===== src/rtl/nios2_mul_pkg.sv =====
// Shared constants, state encoding, adder operand selects and helpers for the Nios II
// multiplier result assembler.
package nios2_mul_pkg;

  localparam int unsigned DataW = 32;
  localparam int unsigned HalfW = 16;
  localparam int unsigned MidW  = DataW + 2;

  localparam logic [2:0] StIdle = 3'd0;
  localparam logic [2:0] StMid  = 3'd1;
  localparam logic [2:0] StLo   = 3'd2;
  localparam logic [2:0] StHi   = 3'd3;
  localparam logic [2:0] StDone = 3'd4;

  localparam logic [1:0] AddMid = 2'd0;
  localparam logic [1:0] AddLo  = 2'd1;
  localparam logic [1:0] AddHi  = 2'd2;

  // Mul op encoding: {src1_signed, src2_signed, sel_hi}
  localparam logic [2:0] MulOpMul    = 3'b000;
  localparam logic [2:0] MulOpMulxss = 3'b111;
  localparam logic [2:0] MulOpMulxsu = 3'b101;
  localparam logic [2:0] MulOpMulxuu = 3'b001;

  function automatic logic [MidW-1:0] ext34(input logic [DataW-1:0] v, input logic is_signed);
    return {{(MidW - DataW){is_signed & v[DataW-1]}}, v};
  endfunction

endpackage


===== src/rtl/nios2_mul_asm_adder.sv =====
// Shared 34-bit adder for the result assembler: picks the MID, LO or HI operand pair and
// applies the carry-in only for the HI step.
module nios2_mul_asm_adder
  import nios2_mul_pkg::*;
(
  input  logic [1:0]      sel,
  input  logic [MidW-1:0] a_mid,
  input  logic [MidW-1:0] b_mid,
  input  logic [MidW-1:0] a_lo,
  input  logic [MidW-1:0] b_lo,
  input  logic [MidW-1:0] a_hi,
  input  logic [MidW-1:0] b_hi,
  input  logic            cin,
  output logic [MidW-1:0] sum
);

  logic [MidW-1:0] op_a;
  logic [MidW-1:0] op_b;
  logic            op_c;

  always_comb begin
    op_a = '0;
    op_b = '0;
    op_c = 1'b0;
    case (sel)
      AddMid: begin
        op_a = a_mid;
        op_b = b_mid;
      end
      AddLo: begin
        op_a = a_lo;
        op_b = b_lo;
      end
      AddHi: begin
        op_a = a_hi;
        op_b = b_hi;
        op_c = cin;
      end
      default: ;
    endcase
  end

  assign sum = op_a + op_b + {{(MidW - 1){1'b0}}, op_c};

endmodule


===== src/rtl/nios2_mul_result_assembler.sv =====
// Reduces the four 16x16 partial products to a 64-bit product and returns one 32-bit word.
// NIOS2_MUL_ASM_SINGLE_CYCLE_EN selects a combinational 1-cycle reduction over the 5-state FSM.
module nios2_mul_result_assembler
  import nios2_mul_pkg::*;
#(
  parameter int unsigned DATA_W = DataW,
  parameter int unsigned HALF_W = HalfW
) (
  input  logic              clk,
  input  logic              reset_n,
  input  logic              in_valid,
  output logic              in_ready,
  input  logic [DATA_W-1:0] M_mul_cell_p1,
  input  logic [DATA_W-1:0] M_mul_cell_p2,
  input  logic [DATA_W-1:0] M_mul_cell_p3,
  input  logic [DATA_W-1:0] M_mul_cell_p4,
  input  logic              src1_signed,
  input  logic              src2_signed,
  input  logic              sel_hi,
  output logic              out_valid,
  input  logic              out_ready,
  output logic [DATA_W-1:0] result,
  output logic              busy
);

  logic [DATA_W-1:0] p1_q, p2_q, p3_q, p4_q;
  logic              s1_q, s2_q, sel_hi_q;
  logic [2:0]        state_q, state_d;
  logic              in_xfer;

  logic [MidW-1:0]   a_mid, b_mid, a_lo, b_lo, a_hi, b_hi;
  logic [MidW-1:0]   mid_v;
  logic [HALF_W:0]   lo_v;
  logic [DATA_W-1:0] lo_word;

  assign in_xfer = in_valid && in_ready;

  assign a_mid   = ext34(p2_q, s2_q);
  assign b_mid   = ext34(p3_q, s1_q);
  assign a_lo    = {{(MidW - HALF_W){1'b0}}, p1_q[DATA_W-1:HALF_W]};
  assign b_lo    = {{(MidW - HALF_W){1'b0}}, mid_v[HALF_W-1:0]};
  assign a_hi    = {{(MidW - DATA_W){1'b0}}, p4_q};
  // Arithmetic shift of mid by HALF_W, sign-extended back to full adder width.
  assign b_hi    = {{HALF_W{mid_v[MidW-1]}}, mid_v[MidW-1:HALF_W]};
  assign lo_word = {lo_v[HALF_W-1:0], p1_q[HALF_W-1:0]};

  always_ff @(posedge clk or negedge reset_n) begin
    if (!reset_n) begin
      p1_q     <= '0;
      p2_q     <= '0;
      p3_q     <= '0;
      p4_q     <= '0;
      s1_q     <= 1'b0;
      s2_q     <= 1'b0;
      sel_hi_q <= 1'b0;
      state_q  <= StIdle;
    end else begin
      state_q <= state_d;
      if (in_xfer) begin
        p1_q     <= M_mul_cell_p1;
        p2_q     <= M_mul_cell_p2;
        p3_q     <= M_mul_cell_p3;
        p4_q     <= M_mul_cell_p4;
        s1_q     <= src1_signed;
        s2_q     <= src2_signed;
        sel_hi_q <= sel_hi;
      end
    end
  end

`ifdef NIOS2_MUL_ASM_SINGLE_CYCLE_EN

  logic [MidW-1:0] mid_sum, lo_sum, hi_sum;

  nios2_mul_asm_adder u_add_mid (
    .sel   (AddMid),
    .a_mid (a_mid),
    .b_mid (b_mid),
    .a_lo  ('0),
    .b_lo  ('0),
    .a_hi  ('0),
    .b_hi  ('0),
    .cin   (1'b0),
    .sum   (mid_sum)
  );

  nios2_mul_asm_adder u_add_lo (
    .sel   (AddLo),
    .a_mid ('0),
    .b_mid ('0),
    .a_lo  (a_lo),
    .b_lo  (b_lo),
    .a_hi  ('0),
    .b_hi  ('0),
    .cin   (1'b0),
    .sum   (lo_sum)
  );

  nios2_mul_asm_adder u_add_hi (
    .sel   (AddHi),
    .a_mid ('0),
    .b_mid ('0),
    .a_lo  ('0),
    .b_lo  ('0),
    .a_hi  (a_hi),
    .b_hi  (b_hi),
    .cin   (lo_sum[HALF_W]),
    .sum   (hi_sum)
  );

  assign mid_v = mid_sum;
  assign lo_v  = lo_sum[HALF_W:0];

  // A fresh input may land in the same cycle the held result is consumed.
  always_comb begin
    state_d = state_q;
    if (in_xfer) begin
      state_d = StDone;
    end else if (out_ready) begin
      state_d = StIdle;
    end
  end

  assign out_valid = (state_q == StDone);
  assign in_ready  = !out_valid || out_ready;
  assign busy      = out_valid;
  assign result    = sel_hi_q ? hi_sum[DATA_W-1:0] : lo_word;

`else

  logic [MidW-1:0]   mid_q;
  logic [HALF_W:0]   lo_q;
  logic [DATA_W-1:0] result_q;
  logic [1:0]        add_sel;
  logic [MidW-1:0]   add_sum;

  always_comb begin
    add_sel = AddMid;
    case (state_q)
      StLo:    add_sel = AddLo;
      StHi:    add_sel = AddHi;
      default: add_sel = AddMid;
    endcase
  end

  nios2_mul_asm_adder u_adder (
    .sel   (add_sel),
    .a_mid (a_mid),
    .b_mid (b_mid),
    .a_lo  (a_lo),
    .b_lo  (b_lo),
    .a_hi  (a_hi),
    .b_hi  (b_hi),
    .cin   (lo_q[HALF_W]),
    .sum   (add_sum)
  );

  assign mid_v = mid_q;
  assign lo_v  = lo_q;

  always_comb begin
    state_d = state_q;
    case (state_q)
      StIdle:  if (in_valid) state_d = StMid;
      StMid:   state_d = StLo;
      StLo:    state_d = StHi;
      StHi:    state_d = StDone;
      StDone:  if (out_ready) state_d = StIdle;
      default: state_d = StIdle;
    endcase
  end

  always_ff @(posedge clk or negedge reset_n) begin
    if (!reset_n) begin
      mid_q    <= '0;
      lo_q     <= '0;
      result_q <= '0;
    end else begin
      if (state_q == StMid) mid_q <= add_sum;
      if (state_q == StLo)  lo_q  <= add_sum[HALF_W:0];
      if (state_q == StHi)  result_q <= sel_hi_q ? add_sum[DATA_W-1:0] : lo_word;
    end
  end

  assign in_ready  = (state_q == StIdle);
  assign out_valid = (state_q == StDone);
  assign busy      = (state_q != StIdle);
  assign result    = result_q;

`endif

endmodule


===== config.mk =====
export PLATFORM = sky130hd
export DESIGN_NAME = nios2_mul_result_assembler
export DESIGN_NICKNAME = d
export VERILOG_FILES = /design/src/rtl/nios2_mul_pkg.sv /design/src/rtl/nios2_mul_asm_adder.sv /design/src/rtl/nios2_mul_result_assembler.sv
export SDC_FILE = /design/constraint.sdc
export NUM_CORES = 1
export LEC_CHECK = 0
export CELL_PAD_IN_SITES_DETAIL_PLACEMENT = 0
export CELL_PAD_IN_SITES_GLOBAL_PLACEMENT = 2
export CORE_MARGIN = 2
export CORE_UTILIZATION = 31
export CTS_CLUSTER_SIZE = 16
export DETAILED_ROUTE_END_ITERATION = 10
export MAX_ROUTING_LAYER = met4
export PLACE_DENSITY_LB_ADDON = 0.1
export RECOVER_POWER = 25
export SYNTH_ARGS = -nofsm -noshare
export SYNTH_HDL_FRONTEND = slang
export SYNTH_SLANG_ARGS = --single-unit

===== constraint.sdc =====
create_clock -name clk -period 3.45 [get_ports clk]
set_clock_uncertainty 0.05 [all_clocks]
set_input_delay 0.69 -clock clk [delete_from_list [all_inputs] [get_ports clk]]
set_output_delay 0.69 -clock clk [all_outputs]
set_load 0.005 [all_outputs]

# Word-level counts from Yosys, hierarchy flattened
# Cells that the tools add are included.
# W data, S select, Z words.
op_classes:
  n_addsub: 2
  eq_ne: 8
  mux: 8
  n_bitwise: 2
  n_reduce_logical: 5
op_table:
  columns: ["cell", "n"]
  rows:
  - ["$pmux W34 S3", 2]
  - ["$add A34 B1 Y34", 1]
  - ["$add A34 B34 Y34", 1]
  - ["$mux W32", 1]
  - ["$pmux W3 S5", 1]
  - ["$eq A3 B2 Y1 const B", 2]
  - ["$mux W3", 2]
  - ["$pmux W2 S2", 1]
  - ["$eq A3 B1 Y1 const B", 1]
  - ["$eq A3 B3 Y1 const B", 1]
  - ["$logic_not A3 Y1", 1]
  - ["$reduce_bool A3 Y1", 1]
  - ["$and A1 B1 Y1", 2]
  - ["$eq A2 B1 Y1 const B", 1]
  - ["$eq A2 B2 Y1 const B", 1]
  - ["$logic_not A2 Y1", 1]
  - ["$ne A2 B1 Y1 const B", 1]
  - ["$ne A2 B2 Y1 const B", 1]
  - ["$reduce_and A2 Y1", 1]
  - ["$logic_and A1 B1 Y1", 1]
  - ["$mux W1", 1]
totals:
  reg_bits: 217
  input_bits: 135
  out_inout_bits: 35
  word_cells: 36

# Logic depth before layout (Yosys ltp)
depth:
  ltp_word: 7
  ltp_mapped: 17
  ltp_nobuf: 14

# Hierarchy
# From an unflattened synthesis, not the netlist that was laid out.
unflattened:
  hier_cells: 994
  hier_area_um2: 11773.8
modules_own_cells:
  columns: ["mod", "n_inst", "cells_each", "area_per_inst_um2", "seq_area_each_um2"]
  rows:
  - ["nios2_mul_result_assembler", 1, 507, 8525.7, 5430.2]
  - ["nios2_mul_asm_adder", 1, 487, 3248.1, 0.0]

# Least setup slack after synthesis
# Ideal clock, no wire load.
synth_timing:
  path_kind: "reg-to-reg"
  startpoint: "register state_q[0]"
  endpoint: "register mid_q[32]"
  setup_time_ns: 0.095
  arrival_time_ns: 3.512
  t_required_ns: 3.305
  setup_slack_ns: -0.208
  stages_incl_launch_ff: 16
  n_path_buf: 2
  synth_period_minus_slack_ns: 3.658
  cell_sequence: "dfrtp_1 -> clkbuf_1 -> buf_1 -> mux2i_1 -> o21ai_0 -> fa_1 -> inv_1 -> fa_1 -> nor2b_1 -> o31ai_1 -> a211o_1 -> o211ai_2 -> a21oi_1 -> and4b_1 -> o31a_1 -> o31ai_1"
synth_via:
  elab_chain_len: 6
  word_cells_on_any_way: 12
  cone_classes: "add/sub (2); eq/ne (5); mux (4); reduce/logical (1)"
synth_rtl:
  columns: ["item", "line_no", "rtl"]
  rows:
  - ["from (decl)", "nios2_mul_result_assembler.sv:28", "logic [2:0] state_q, state_d;"]
  - ["from (signal assigned)", "nios2_mul_result_assembler.sv:56", "state_q <= StIdle;"]
  - ["from (signal assigned)", "nios2_mul_result_assembler.sv:58", "state_q <= state_d;"]
  - ["$eq A3 B2 Y1", "nios2_mul_result_assembler.sv:139", "case (state_q)"]
  - ["$pmux W2 S2", "nios2_mul_result_assembler.sv:139", null]
  - ["$eq A2 B2 Y1, or another cell as far along", "nios2_mul_asm_adder.sv:25", "case (sel)"]
  - ["$pmux W34 S3", "nios2_mul_asm_adder.sv:25", null]
  - ["$add A34 B34 Y34", "nios2_mul_asm_adder.sv:43", "assign sum = op_a + op_b + {{(MidW - 1){1'b0}}, op_c};"]
  - ["$add A34 B1 Y34", "nios2_mul_asm_adder.sv:43", null]
  - ["to (signal assigned)", "nios2_mul_result_assembler.sv:179", "if (state_q == StMid) mid_q <= add_sum;"]
  - ["to (decl)", "nios2_mul_result_assembler.sv:131", "logic [MidW-1:0] mid_q;"]
# Parallel ways exist; a longest one is shown, timed or not.
# A chain may end at the register's enable or synchronous reset.

# Final worst setup path
layout_timing:
  startpoint: "register state_q[0]"
  endpoint: "register result_q[14], in the netlist result[14]"
layout_via:
  elab_chain_len: 7
  word_cells_on_any_way: 12
  cone_classes: "add/sub (2); eq/ne (4); mux (5); reduce/logical (1)"
layout_rtl:
  columns: ["item", "line_no", "rtl"]
  rows:
  - ["$eq A3 B2 Y1, on equally long branches", "nios2_mul_result_assembler.sv:139, nios2_mul_result_assembler.sv:181", null]
  - ["$pmux W2 S2", "nios2_mul_result_assembler.sv:139", null]
  - ["$eq A2 B2 Y1, or another cell as far along", "nios2_mul_asm_adder.sv:25", null]
  - ["$pmux W34 S3", "nios2_mul_asm_adder.sv:25", null]
  - ["$add A34 B34 Y34", "nios2_mul_asm_adder.sv:43", null]
  - ["$add A34 B1 Y34", "nios2_mul_asm_adder.sv:43", null]
  - ["$mux W32", "nios2_mul_result_assembler.sv:181", "if (state_q == StHi) result_q <= sel_hi_q ? add_sum[DATA_W-1:0] : lo_word;"]
  - ["to (signal assigned)", "nios2_mul_result_assembler.sv:181", null]
  - ["to (decl)", "nios2_mul_result_assembler.sv:133", "logic [DATA_W-1:0] result_q;"]
# Parallel ways exist; a longest one is shown, timed or not.

==> flow_metrics.env <==
export IMPL_outcome="complete, but fails checks"
export IMPL_failed_checks="capacitance limit, slew limit"
export IMPL_total_instance_count_after_detailed_placement=1730
export IMPL_io_pins=170
export IMPL_buffer_ports_inserted=169
export IMPL_fin_crit_ns=3.34
export IMPL_cts_reportedPaths_clkPinSlew_ns=0.06
export IMPL_detailed_routing_iterations_pass_1=4
export IMPL_die_area_um2=37400
export IMPL_worst_r2r_startpoint="state_q[0]$_DFFE_PN0P_"
export IMPL_final_layout_size_suffix_gt1_share_pct=22.9
export IMPL_min_period_over_period_pct=96.8
export IMPL_holdPathStages=2
export IMPL_yosysWarningCount=0
export IMPL_grt_start_max_net_pins=66
export IMPL_finalHoldViolCount=0
export IMPL_timing_fmax_mhz=299
export IMPL_fin_worst_hold_slack_ns=0.425
export IMPL_cts_buffer_depth=3
export IMPL_setup_tns_final_ns=0
export IMPL_die_width_um=193
export IMPL_clkSinkCount=217
export IMPL_drt_antenna_violating_nets=0
export IMPL_synthDistinctLibCells=55
export IMPL_drt_vias_per_instance=4.82
export IMPL_clk_root_buffer_cell="sky130_fd_sc_hd__clkbuf_16"
export IMPL_rows=69
export IMPL_cts_htree_levels=1
export IMPL_vias=8641
export IMPL_wirelength_mm=32.7
export IMPL_multi_input_comb_area_um2=5550
export IMPL_min_from="lo_q[14]$_DFFE_PN0N_"
export IMPL_synth_top_family_by_area="multiplexers"
export IMPL_tritoncts="built"
export IMPL_final_fill_count=3500
export IMPL_rrSetupSlack_ns=0.11
export IMPL_global_route_hottest_layer="met1"
export IMPL_critical_path_reg2reg_endpoint="result[14]$_DFFE_PN0P_"
export IMPL_nets_in_the_synthesized_netlist=1261
export IMPL_holdBufCountCts=0
export IMPL_maxCapViolations=1
export IMPL_synth_edff_count=0
export IMPL_holdCritPathClass="flip-flop to flip-flop"
export IMPL_grtUsageMet3_pct=2.60
export IMPL_drt_first_iter_violations=330
export IMPL_antenna_found_initial=0
export IMPL_final_weighted_congestion_of_routability_driven_global_placement=0.820
export IMPL_yosys_area_share_xor_xnor_pct=2.37
export IMPL_dp_hpwl_mm=23.8
export IMPL_worst_ep_required_time_ns=3.83
export IMPL_worst_skew_pair_late_latency_ns=0.54
export IMPL_area_fraction_in_compound_gates_after_synthesis_pct=13.0
export IMPL_synthesis_area_um2=11100
export IMPL_post_synthesis_share_of_cell_area_spent_on_and_or_nand_and_nor_gates_pct=12.5
export IMPL_areaGrowthSynthToFinish_pct=35.2
export IMPL_finalNetCount=1481
export IMPL_die_h_um=193
export IMPL_synth_async_sr_flop_share_pct=100
export IMPL_instances_no_fill=1791
export IMPL_final_setup_viol_count=0
export IMPL_setup_worst_path_end_class="flip-flop"
export IMPL_layout_cells_most_common_list="216 x sky130_fd_sc_hd__dfrtp_1, 199 x sky130_fd_sc_hd__nand2_1, 168 x sky130_fd_sc_hd__clkdlybuf4s50_1"
export IMPL_reg2reg_depth=13
export IMPL_max_slew_margin_rel_pct=-14.5
export IMPL_grt_met2_usage_pct=26.0
export IMPL_startpoint_type="flip-flop"
export IMPL_grt_setup_unrepaired="yes"
export IMPL_synth_seq_cells=217
export IMPL_ys_seq_area_share_pct=48.9
export IMPL_grt_overflow_total=0
export IMPL_worst_tran_pin_value_ns=1.72
export IMPL_final_common_cell="sky130_fd_sc_hd__dfrtp_1"
export IMPL_grtUsageMet1_pct=26.3
export IMPL_gr_usage_all_layers_pct=17.8
export IMPL_whs_endpoint="lo_q[14]$_DFFE_PN0N_"
export IMPL_synth_mux_area_fraction_pct=16.2
export IMPL_final_area_um2=15000
export IMPL_wire_length_of_the_first_global_routing_pass_mm=51.5
export IMPL_drcViolationCount=0
export IMPL_core_um2=35400
export IMPL_seqCellArea_um2=5430
export IMPL_drv_slew=66
export IMPL_routed_len_inst_um=18.2
export IMPL_postSynthCellCount=1092
export IMPL_number_of_global_route_vias_before_repair=8784
export IMPL_placedInstanceArea_um2=13800
export IMPL_critical_path_class="flip-flop to flip-flop"
export IMPL_arithmetic_cell_share_of_the_synthesized_area_counting_full_adders_half_adders_and_majority_gates_pct=3.97
export IMPL_start_util_pct=31.4
export IMPL_numCtsBuffers=26
export IMPL_critical_path_arrival_ns=3.72
export IMPL_synth_flop_cell="sky130_fd_sc_hd__dfrtp_1"
export IMPL_crit_path_max_fanout=18
export IMPL_average_footprint_of_a_synthesized_cell_um2=10.2
-- routing by layer --
| layer | share of wire (%) | wire length (um) | up-vias |
|---|---|---|---|
| met1 | 51 | 16600 | 4163 |
| met5 | 0 | 0 | - |
| met3 | 3.9 | 1280 | 41 |
| li1 | - | - | 4280 |
| met2 | 44 | 14300 | 157 |
| met4 | 1.5 | 475 | 0 |
-- worst max path at each step --
stage	from	end	depth (start not counted)
after detailed placement	state_q[1]$_DFFE_PN0P_	result[30]$_DFFE_PN0P_	13
final	state_q[0]$_DFFE_PN0P_	result[14]$_DFFE_PN0P_	13
after floorplan	state_q[2]$_DFFE_PN0P_	mid_q[32]$_DFFE_PN0P_	15
after CTS	state_q[1]$_DFFE_PN0P_	result[22]$_DFFE_PN0P_	13
after global routing	state_q[2]$_DFFE_PN0P_	result[12]$_DFFE_PN0P_	17
after global placement	state_q[1]$_DFFE_PN0P_	result[30]$_DFFE_PN0P_	13
-- synthesized netlist by cell type, drive strengths merged, types with 4 or more instances --
cell type	instances	share of area (%)
dfrtp	217	49
nand2	200	6.8
mux2	128	13
o21ai	120	5.4
a21oi	61	2.8
clkbuf	46	1.6
mux2i	36	3.2
ha	32	3.6
nand3	28	1.3
nor2	26	0.88
buf	21	0.86
and3	20	1.1
inv	19	0.64
xnor2	16	1.3
o21a	15	1.0
xor2	14	1.1
a21o	10	0.68
nor3	9	0.41
nand4	8	0.45
o211ai	7	0.52
o31ai	6	0.54
or3	6	0.34
a211o	5	0.39
a31oi	5	0.42
o21bai	5	0.34
a221o	4	0.36
nand2b	4	0.23
-- critical path, cell delays in order, from the launching register on --
cell	delay, ns
sky130_fd_sc_hd__dfrtp_2	0.43
sky130_fd_sc_hd__buf_12	0.17
sky130_fd_sc_hd__buf_16	0.18
sky130_fd_sc_hd__mux2i_1	0.28
sky130_fd_sc_hd__o21ai_0	0.12
sky130_fd_sc_hd__ha_1	0.35
sky130_fd_sc_hd__a21oi_1	0.20
sky130_fd_sc_hd__o21ai_2	0.11
sky130_fd_sc_hd__a221o_1	0.36
sky130_fd_sc_hd__a21o_1	0.24
sky130_fd_sc_hd__xnor2_2	0.28
sky130_fd_sc_hd__nor2_1	0.09
sky130_fd_sc_hd__a211o_1	0.26
sky130_fd_sc_hd__o21a_1	0.10
-- repair_timing --
item,in CTS,in global routing
setup buffers,1,13
pin swaps,2,14
gates resized for setup,14,43
gates cloned,0,1
setup endpoints to repair,18,34
-- metrics by stage --
step / utilization, % / setup WS [ns]
after floorplan: - / 0.0430
after global placement: 39.0 / -0.122
after detailed placement: 39.0 / -0.152
after CTS: 41.7 / 0.00300
after global routing: 42.4 / -0.0207
final: 42.4 / 0.110
-- registers in the layout, summed over array words and instances (netlist names) --
register	flops
mid_q	34
p1_q	32
p2_q	32
p3_q	32
p4_q	32
result	32
lo_q	17
state_q	3
s1_q	1
s2_q	1
sel_hi_q	1
-- cell type report --
class	instances	area share, %
multi-input cells	789	36.9
flip-flops and latches	217	36.2
repair buffers	259	16.5
clock buffers	42	5.47
well taps	461	3.84
clock inverters	3	0.600
inverters	19	0.475
diodes	1	0.0167
-- cells by family (layout without fill, tap and decap cells) --
kind of cell	after synthesis	after routing
other	0	1
buffers and inverters	86	323
xor gates and xnor gates	30	30
adders and majority gates	34	34
muxes	164	164
AOI/OAI and AO/OA	245	245
DFF	217	217
and+or+nand+nor	316	316
Power is left out: the tool's default activity adds up to more than one toggle a clock period on the data nets, which glitch-free logic cannot reach.
